--- config.mk ---
export PLATFORM = sky130hd
export DESIGN_NAME = bcd_counter_n
export DESIGN_NICKNAME = d
export VERILOG_FILES = /design/src/rtl/bcd_counter_n.sv
export SDC_FILE = /design/constraint.sdc
export NUM_CORES = 1
export LEC_CHECK = 0
export BUFFER_PORTS_ARGS = -buffer_cell sky130_fd_sc_hd__buf_2
export CAP_MARGIN = 10
export CORE_AREA = 2 2 45 47
export CTS_CLUSTER_DIAMETER = 120
export DETAILED_ROUTE_END_ITERATION = 7
export DIE_AREA = 0 0 47 49
export HOLD_SLACK_MARGIN = 0.03
export PLACE_DENSITY = 0.79
export SLEW_MARGIN = 20
export SYNTH_ARGS = -nofsm -noshare
export SYNTH_HDL_FRONTEND = slang
export SYNTH_SLANG_ARGS = --single-unit
--- constraint.sdc ---
create_clock -name clk -period 4.2 [get_ports clk]
set_input_delay 0.42 -clock clk [delete_from_list [all_inputs] [get_ports clk]]
set_output_delay 0.42 -clock clk [all_outputs]
set_load 0.01 [all_outputs]
--- src/rtl/bcd_counter_n.sv ---
// bcd_counter_n: N-digit BCD up/down counter with parallel load, wrap/saturate boundary and status pulses
module bcd_counter_n #(
    parameter int DIGITS = 2,
    parameter bit WRAP   = 1'b1
) (
    input  logic                  clk,
    input  logic                  reset,
    input  logic                  x,
    input  logic                  up,
    input  logic                  load,
    input  logic [4*DIGITS-1:0]   load_val,
    output logic [4*DIGITS-1:0]   bcd_out,
    output logic                  bnd,
    output logic                  load_err
);
    logic [DIGITS-1:0][3:0] digits_q, digits_d;
    logic                   bnd_q, bnd_d;
    logic                   load_err_q, load_err_d;
    logic                   all9, all0, load_ok, ripple;

    // Detect the all-9s / all-0s boundaries and whether every load nibble is a legal BCD digit
    always_comb begin
        all9    = 1'b1;
        all0    = 1'b1;
        load_ok = 1'b1;
        for (int i = 0; i < DIGITS; i++) begin
            all9    = all9 & (digits_q[i] == 4'd9);
            all0    = all0 & (digits_q[i] == 4'd0);
            load_ok = load_ok & (load_val[4*i +: 4] <= 4'd9);
        end
    end

    // Next state: load beats count; the digit ripple only moves while a count step is active
    always_comb begin
        digits_d   = digits_q;
        bnd_d      = 1'b0;
        load_err_d = 1'b0;
        ripple     = 1'b1;
        if (load) begin
            if (load_ok)
                digits_d = load_val;
            else
                load_err_d = 1'b1;
        end else if (x) begin
            bnd_d = up ? all9 : all0;
            if (WRAP || !bnd_d) begin
                for (int i = 0; i < DIGITS; i++) begin
                    if (ripple)
                        digits_d[i] = up ? ((digits_q[i] == 4'd9) ? 4'd0 : digits_q[i] + 4'd1)
                                         : ((digits_q[i] == 4'd0) ? 4'd9 : digits_q[i] - 4'd1);
                    ripple = ripple & (up ? (digits_q[i] == 4'd9) : (digits_q[i] == 4'd0));
                end
            end
        end
    end

    // State and status registers with synchronous reset
    always_ff @(posedge clk) begin
        if (reset) begin
            digits_q   <= '0;
            bnd_q      <= 1'b0;
            load_err_q <= 1'b0;
        end else begin
            digits_q   <= digits_d;
            bnd_q      <= bnd_d;
            load_err_q <= load_err_d;
        end
    end

    assign bcd_out  = digits_q;
    assign bnd      = bnd_q;
    assign load_err = load_err_q;
endmodule

# [Word level (Yosys, flattened, before mapping)]
# Cells that the tools add are included.
[op_classes] n_addsub=4 magnitude_cmp=2 n_eq_ne=3 n_mux=13 bitwise=5 n_reduce_logical=8
[ops] op="$mux W4" n=7
[ops] op="$mux W8" n=3
[ops] op="$add A4 B1 Y4 const B" n=2
[ops] op="$eq A4 B4 Y1 const B" n=2
[ops] op="$le A4 B4 Y1 const B" n=2
[ops] op="$logic_not A4 Y1" n=2
[ops] op="$sub A4 B1 Y4 const B" n=2
[ops] op="$reduce_bool A2 Y1" n=2
[ops] op="$and A1 B1 Y1" n=3
[ops] op="$mux W1" n=3
[ops] op="$reduce_and A3 Y1" n=1
[ops] op="$reduce_or A3 Y1" n=1
[ops] op="$ne A2 B1 Y1 const B" n=1
[ops] op="$not A1 Y1" n=2
[ops] op="$reduce_and A2 Y1" n=1
[ops] op="$reduce_or A2 Y1" n=1
[totals] register_bits=10 inputBits=13 out_inout_bits=10 word_cells=39

# [Depth between registers and ports, before layout]
# Gate-level depths: netlist of run 1.
[logic_depth] depth_word=6 ltp_mapped=6

# [Worst setup path before layout of run 1]
# OpenSTA, ideal clock, no wires.
[synth_timing] kind="register to register" start="register digits_q, in the netlist bcd_out[0]" end="register digits_q, in the netlist bcd_out[4]" t_arrival_ns=1.536 t_required_ns=4.114 path_slack_ns=2.577 stages_incl_launch_ff=5 path_cell_list="dfxtp_1 or4_4 o32ai_4 o22ai_2 a221oi_2"
[synth_via] elab_chain_cells=4
[synth_lines] element="from (decl)" line="16" rtl="logic [DIGITS-1:0][3:0] digits_q, digits_d;"
[synth_lines] element="from (signal assigned)" line="64" rtl="digits_q <= digits_d;"
[synth_lines] element="$eq A4 B4 Y1 or $logic_not A4 Y1 (tied branches)" line="51" rtl="ripple = ripple & (up ? (digits_q[i] == 4'd9) : (digits_q[i] == 4'd0));"
[synth_lines] element="$mux W1 *" line="51"
[synth_lines] element="$reduce_bool A2 Y1 (no source line) *"
[synth_lines] element="$reduce_and A3 Y1 (no source line) *"
# Mark *: on every way between the ends. The rest lies on a longest branch, timed or not.
# A chain may end at the register's enable or synchronous reset.

# [Worst setup path in the final report of run 1]
# Same ends and word-level chain as after synthesis.

==> results.sh, run 1 <==
export IMPL_ff2ff_path_depth=4
export IMPL_clk_latency_ns=0.27
export IMPL_synthArstFlopShare=0
export IMPL_status="finished, final reports clean"
export IMPL_crit_path_end="bcd_out[4]$_SDFFE_PP0P_"
export IMPL_swShare=0.324
export IMPL_hold_class="in -> reg"
export IMPL_power_frac_clock=0.302
export IMPL_synth_cell_type_count=46
export IMPL_ys_ff_latch=10
export IMPL_rr_startpoint="bcd_out[0]$_SDFFE_PP0P_"
export IMPL_syn_area_um2=841
export IMPL_ys_flop_type="dfxtp_1"
export IMPL_die_y_um=49
export IMPL_peakVddDrop_mv=0.222
export IMPL_nets=138
export IMPL_critical_path_class="reg -> reg"
export IMPL_critPathRequiredTime_ns=4.38
export IMPL_numCtsBuffers=3
export IMPL_tritoncts="done"
export IMPL_cp_end_kind="flip-flop"
export IMPL_ant_nets=0
export IMPL_worstPathMaxFanout=15
export IMPL_clkTransAtPathRegs_ns=0.06
export IMPL_reg2reg_slack_ns=2.36
export IMPL_synth_cells=110
export IMPL_cellLeakagePower_nw=0.364
export IMPL_synthTopCellsByArea="dfxtp_1 (24%), a21oi_1 (6.0%), clkbuf_1 (4.0%), o32ai_4 (3.3%), nor2_1 (3.1%)"
export IMPL_start_util=0.457
export IMPL_drv_slew=0
export IMPL_antenna_cells=0
export IMPL_finalSetupViolations=0
export IMPL_die_area_um2=2300
export IMPL_area_growth_pct=15.6
export IMPL_fin_util=0.528
export IMPL_drc_errors=0
export IMPL_whs_ns=0.424
export IMPL_multi_input_area_um2=569
export IMPL_gp_congestion=0.845
export IMPL_yosysSeqAreaShare=0.238
export IMPL_power_density_nw_per_um2=291
export IMPL_grt_pass1_wl_um=3470
export IMPL_grt_overflow=0
export IMPL_tns_ns=0
export IMPL_yosysWarnings=0
export IMPL_clock_skew_ns=0.00147
export IMPL_arrival_ns=2.02
export IMPL_antenna_found_initial=0
export IMPL_synth_nets=123
export IMPL_rows=16
export IMPL_core_um2=1840
export IMPL_min_period_ns=1.84
export IMPL_p_comb_frac=0.272
export IMPL_io_buffers=22
export IMPL_rsz0062_at_grt="no"
export IMPL_postCtsSetupBuffers=0
export IMPL_hpwlAfterDp_um=1500
export IMPL_report_final_hold_viol_count=0
export IMPL_synth_avg_cell_area_um2=7.64
export IMPL_finalWirelength_um=2020
export IMPL_synth_top_cell_by_area="dfxtp_1"
export IMPL_grt_max_degree=22
export IMPL_synth_edf_count=0
export IMPL_io_pins=23
export IMPL_synth_top_area_share=0.238
export IMPL_power_switching_mw=0.0918
export IMPL_synthTopCellsByCount="a21oi_1 (10), dfxtp_1 (10), clkbuf_1 (9), nor2_1 (7), inv_1 (6)"
export IMPL_max_freq_mhz=544
export IMPL_grt_pass1_vias=798
export IMPL_hold_buffers=0
export IMPL_dr_first_iter_drc_count=20
export IMPL_post_drt_wl_per_cell_um=13.4
export IMPL_drive_gt1_frac=0.274
export IMPL_maxSlewHeadroom=0.592
export IMPL_r2r_end="bcd_out[4]$_SDFFE_PP0P_"
export IMPL_critPathLaunchType="flip-flop"
export IMPL_vias=907
export IMPL_ctsLongestPathBuffers=2
export IMPL_placed_area_um2=936
export IMPL_finalCritPeriodShare=0.438
export IMPL_grt_usage=0.200
export IMPL_seq_area_um2=200
export IMPL_finalInstanceArea_um2=972
export IMPL_clock_sinks=10
export IMPL_die_x_um=47
export IMPL_cts_resized=0
export IMPL_clockRootBuffer="clkbuf_4"
export IMPL_htreeDepth=1
export IMPL_fillers=185
export IMPL_tightestPinTransition_ns=0.609
export IMPL_power_internal_mw=0.191
export IMPL_viasPerCell=6.01
export IMPL_pwr_share_seq=0.426
export IMPL_maxCapViolations=0
export IMPL_startpoint="bcd_out[0]$_SDFFE_PP0P_"
export IMPL_drtPass1Iterations=4
[per-layer routing]
layer  wire [um]  global-route usage  part of all wire  vias up
li1            -                   -                 -      446
met1         901               0.268              0.45      418
met2         954               0.292              0.47       39
met3         141              0.0630             0.070        4
met4          25              0.0787             0.012        0
met5           0                   0                 0        -
[registers in the layout, indices dropped and copies added, names as in the netlist]
register,count
bnd,1
load_err,1
bcd_out,8
[per-stage QoR]
| step | worst slack (ns) | std cells | power [mW] |
|---|---|---|---|
| detailed placement | 2.32 | 147 | 0.199 |
| CTS | 2.36 | 151 | 0.286 |
| global placement | 2.38 | 147 | 0.196 |
| global route | 2.26 | 151 | 0.302 |
| finish | 2.36 | 151 | 0.283 |
| floorplan | 2.58 | 110 | 0.177 |
[critical path: stages (launching register included)]
cell	delay (ns)
dfxtp_1	0.45
or4_4	0.62
o32ai_4	0.31
o22ai_2	0.11
a221oi_2	0.27
[logic make-up (layout without fill, tap and decap cells)]
logic type,count (synthesis),after routing,share of synthesized area
AOI/OAI and AO/OA,38,38,0.354
xor gates and xnor gates,3,3,0.0313
buffers and inverters,18,32,0.0848
DFF,10,10,0.238
and+or+nand+nor,40,40,0.280
muxes,1,1,0.0119
[layout by cell type (no fill, tap or decap), types with 2 or more instances in the layout]
| cell | instances |
|---|---|
| a21oi_1 | 10 |
| a311oi_1 | 2 |
| a31oi_1 | 2 |
| buf_2 | 22 |
| clkbuf_4 | 3 |
| dfxtp_1 | 10 |
| inv_1 | 6 |
| nand2_1 | 5 |
| nand2b_1 | 2 |
| nand3_1 | 4 |
| nor2_1 | 7 |
| nor2b_1 | 3 |
| nor3_1 | 4 |
| nor4_1 | 3 |
| o211ai_1 | 2 |
| o21ai_0 | 5 |
| or2_2 | 2 |
| xnor2_1 | 3 |
[worst min-delay path by stage]
stage | from | to | slack [ns] | depth (start not counted)
after floorplan | reset | bnd$_SDFF_PP0_ | 0.58 | 2
after global placement | bcd_out[2]$_SDFFE_PP0P_ | bcd_out[2]$_SDFFE_PP0P_ | 0.61 | 2
after detailed placement | bcd_out[2]$_SDFFE_PP0P_ | bcd_out[2]$_SDFFE_PP0P_ | 0.62 | 2
after CTS | load_val[0] | bcd_out[0]$_SDFFE_PP0P_ | 0.42 | 3
after global routing | load_val[0] | bcd_out[0]$_SDFFE_PP0P_ | 0.43 | 3
final | load_val[0] | bcd_out[0]$_SDFFE_PP0P_ | 0.42 | 3
[cell type report]
cell class | count | area share
clock buffer | 4 | 0.0373
inverter | 6 | 0.0232
sequential | 10 | 0.206
multi-input combinational | 82 | 0.586
timing repair buffer | 22 | 0.113
tap | 27 | 0.0347
[power groups by stage]
stage	registers [mW]	clock network, mW	logic, mW
after floorplan	0.112	0	0.0649
after global placement	0.122	0	0.0749
after detailed placement	0.122	0	0.0767
after CTS	0.120	0.0890	0.0770
after global routing	0.123	0.0930	0.0860
final	0.121	0.0854	0.0771
Power figures use the tool's default switching activity.
==> inputs of run 2 (changes only) <==
clock period = 1.7 ns   (was 4.2 ns; I/O delays follow)
==> results.sh, run 2 (synthesis results as in run 1) <==
export IMPL_ctsLongestPathBuffers=2
export IMPL_gp_congestion=0.808
export IMPL_dp_cells=154
export IMPL_final_cell_mix="buf_2 (22), a21oi_1 (10), dfxtp_1 (9)"
export IMPL_finalSetupViolations=0
export IMPL_power_density_nw_per_um2=714
export IMPL_final_common_cell="buf_2"
export IMPL_critPathLaunchType="flip-flop"
export IMPL_core_um2=1840
export IMPL_max_stage_delay_ns=0.56
export IMPL_numCtsBuffers=3
export IMPL_viasPerCell=6.12
export IMPL_largest_register_ffs=8
export IMPL_clk_latency_ns=0.27
export IMPL_grt_pass1_wl_um=3960
export IMPL_hold_buffers=0
export IMPL_nets=145
export IMPL_maxCapViolations=0
export IMPL_fillers=182
export IMPL_area_growth_pct=22.0
export IMPL_die_area_um2=2300
export IMPL_start_util=0.457
export IMPL_drtPass1Iterations=4
export IMPL_antenna_cells=0
export IMPL_htreeDepth=1
export IMPL_die_y_um=49
export IMPL_antenna_found_initial=0
export IMPL_drt_met1_wl_um=1020
export IMPL_grt_max_degree=15
export IMPL_dr_first_iter_drc_count=43
export IMPL_finalWirelength_um=2360
export IMPL_maxSlewHeadroom=0.596
export IMPL_critPathRequiredTime_ns=1.89
export IMPL_rsz0062_at_grt="yes"
export IMPL_io_buffers=22
export IMPL_p_total_mw=0.733
export IMPL_worstPathMaxFanout=5
export IMPL_drc_errors=0
export IMPL_io_pins=23
export IMPL_post_drt_wl_per_cell_um=14.9
export IMPL_arrival_ns=1.83
export IMPL_critical_path_class="reg -> reg"
export IMPL_clock_sinks=10
export IMPL_min_period_ns=1.64
export IMPL_clockRootBuffer="clkbuf_4"
export IMPL_status="finished, final reports clean"
export IMPL_ant_nets=0
export IMPL_clkTransAtPathRegs_ns=0.07
export IMPL_slowest_stage="or4_4"
export IMPL_vias=967
export IMPL_tightestPinTransition_ns=0.604
export IMPL_tritoncts="done"
export IMPL_route_top_layer_used="met4"
export IMPL_report_final_hold_viol_count=0
export IMPL_grt_usage=0.231
export IMPL_max_freq_mhz=609
export IMPL_grt_pass1_vias=834
export IMPL_drv_slew=0
export IMPL_clock_skew_ns=0.00159
export IMPL_cellLeakagePower_nw=0.399
export IMPL_cp_end_kind="flip-flop"
export IMPL_routed_wl_met2_um=1140
export IMPL_crit_buf_inv=0
export IMPL_postCtsSetupBuffers=0
export IMPL_peakVddDrop_mv=0.450
export IMPL_hpwlAfterDp_um=1720
export IMPL_drive_gt1_frac=0.321
export IMPL_crit_chain="or4_4 -> o32ai_4 -> o22ai_2 -> a221oi_2"
export IMPL_met3_length_um=166
export IMPL_finalCritPeriodShare=0.965
export IMPL_stdcell_count=158
export IMPL_whs_ns=0.171
export IMPL_crit_family="compound AO/OA/AOI/OAI gates"
export IMPL_reg2reg_slack_ns=0.06
export IMPL_cts_resized=0
export IMPL_die_x_um=47
export IMPL_grt_overflow=0
export IMPL_rows=16
export IMPL_hold_class="in -> reg"
[run 2: changes by cell type in the layout (fill, tap and decap cells not counted), sizes merged]
cell and delta:
buf +7
[run 2: worst paths after layout]
check,depth (start not counted),endpoint,start
min reg2reg,2,bcd_out[7]$_SDFFE_PP0P_,bcd_out[7]$_SDFFE_PP0P_
min,3,bcd_out[0]$_SDFFE_PP0P_,load_val[0]
max reg2reg,4,bcd_out[4]$_SDFFE_PP0P_,bcd_out[0]$_SDFFE_PP0P_
max,4,bcd_out[4]$_SDFFE_PP0P_,bcd_out[0]$_SDFFE_PP0P_
[run 2: area by class of cell]
cell class                      count  area, um^2  share of cell area
Inverter                            6        22.5              0.0220
Timing Repair Buffer               29         163               0.159
Sequential cell                    10         201               0.196
Clock buffer                        4        36.3              0.0354
Multi-Input combinational cell     82         569               0.555
Tap cell                           27        33.8              0.0329
[run 2: report_power, final]
part / switching [mW] / internal (mW)
clock network: 0.0934 / 0.130
logic: 0.120 / 0.104
registers: 0.0332 / 0.252
[run 2: worst min-delay path, cell delays in order]
cell and delay (ns):
buf_2 0.10, nand3_1 0.07, a21oi_1 0.07
[run 2: metrics by stage]
step                      TNS [ns]  instance area, um^2  setup slack [ns]   util
after floorplan                  0                  841            0.0772      -
final                            0                 1030            0.0592  0.557
after global routing       -0.0577                 1030           -0.0296  0.557
after global placement           0                  988             0.125  0.537
after detailed placement         0                  988            0.0745  0.537
after CTS                        0                 1020            0.0556  0.556
[run 2: routing by layer]
layer	GRT usage	up-vias
li1	-	464
met1	0.324	448
met2	0.338	47
met3	0.0667	8
met4	0.0648	0
met5	0	-
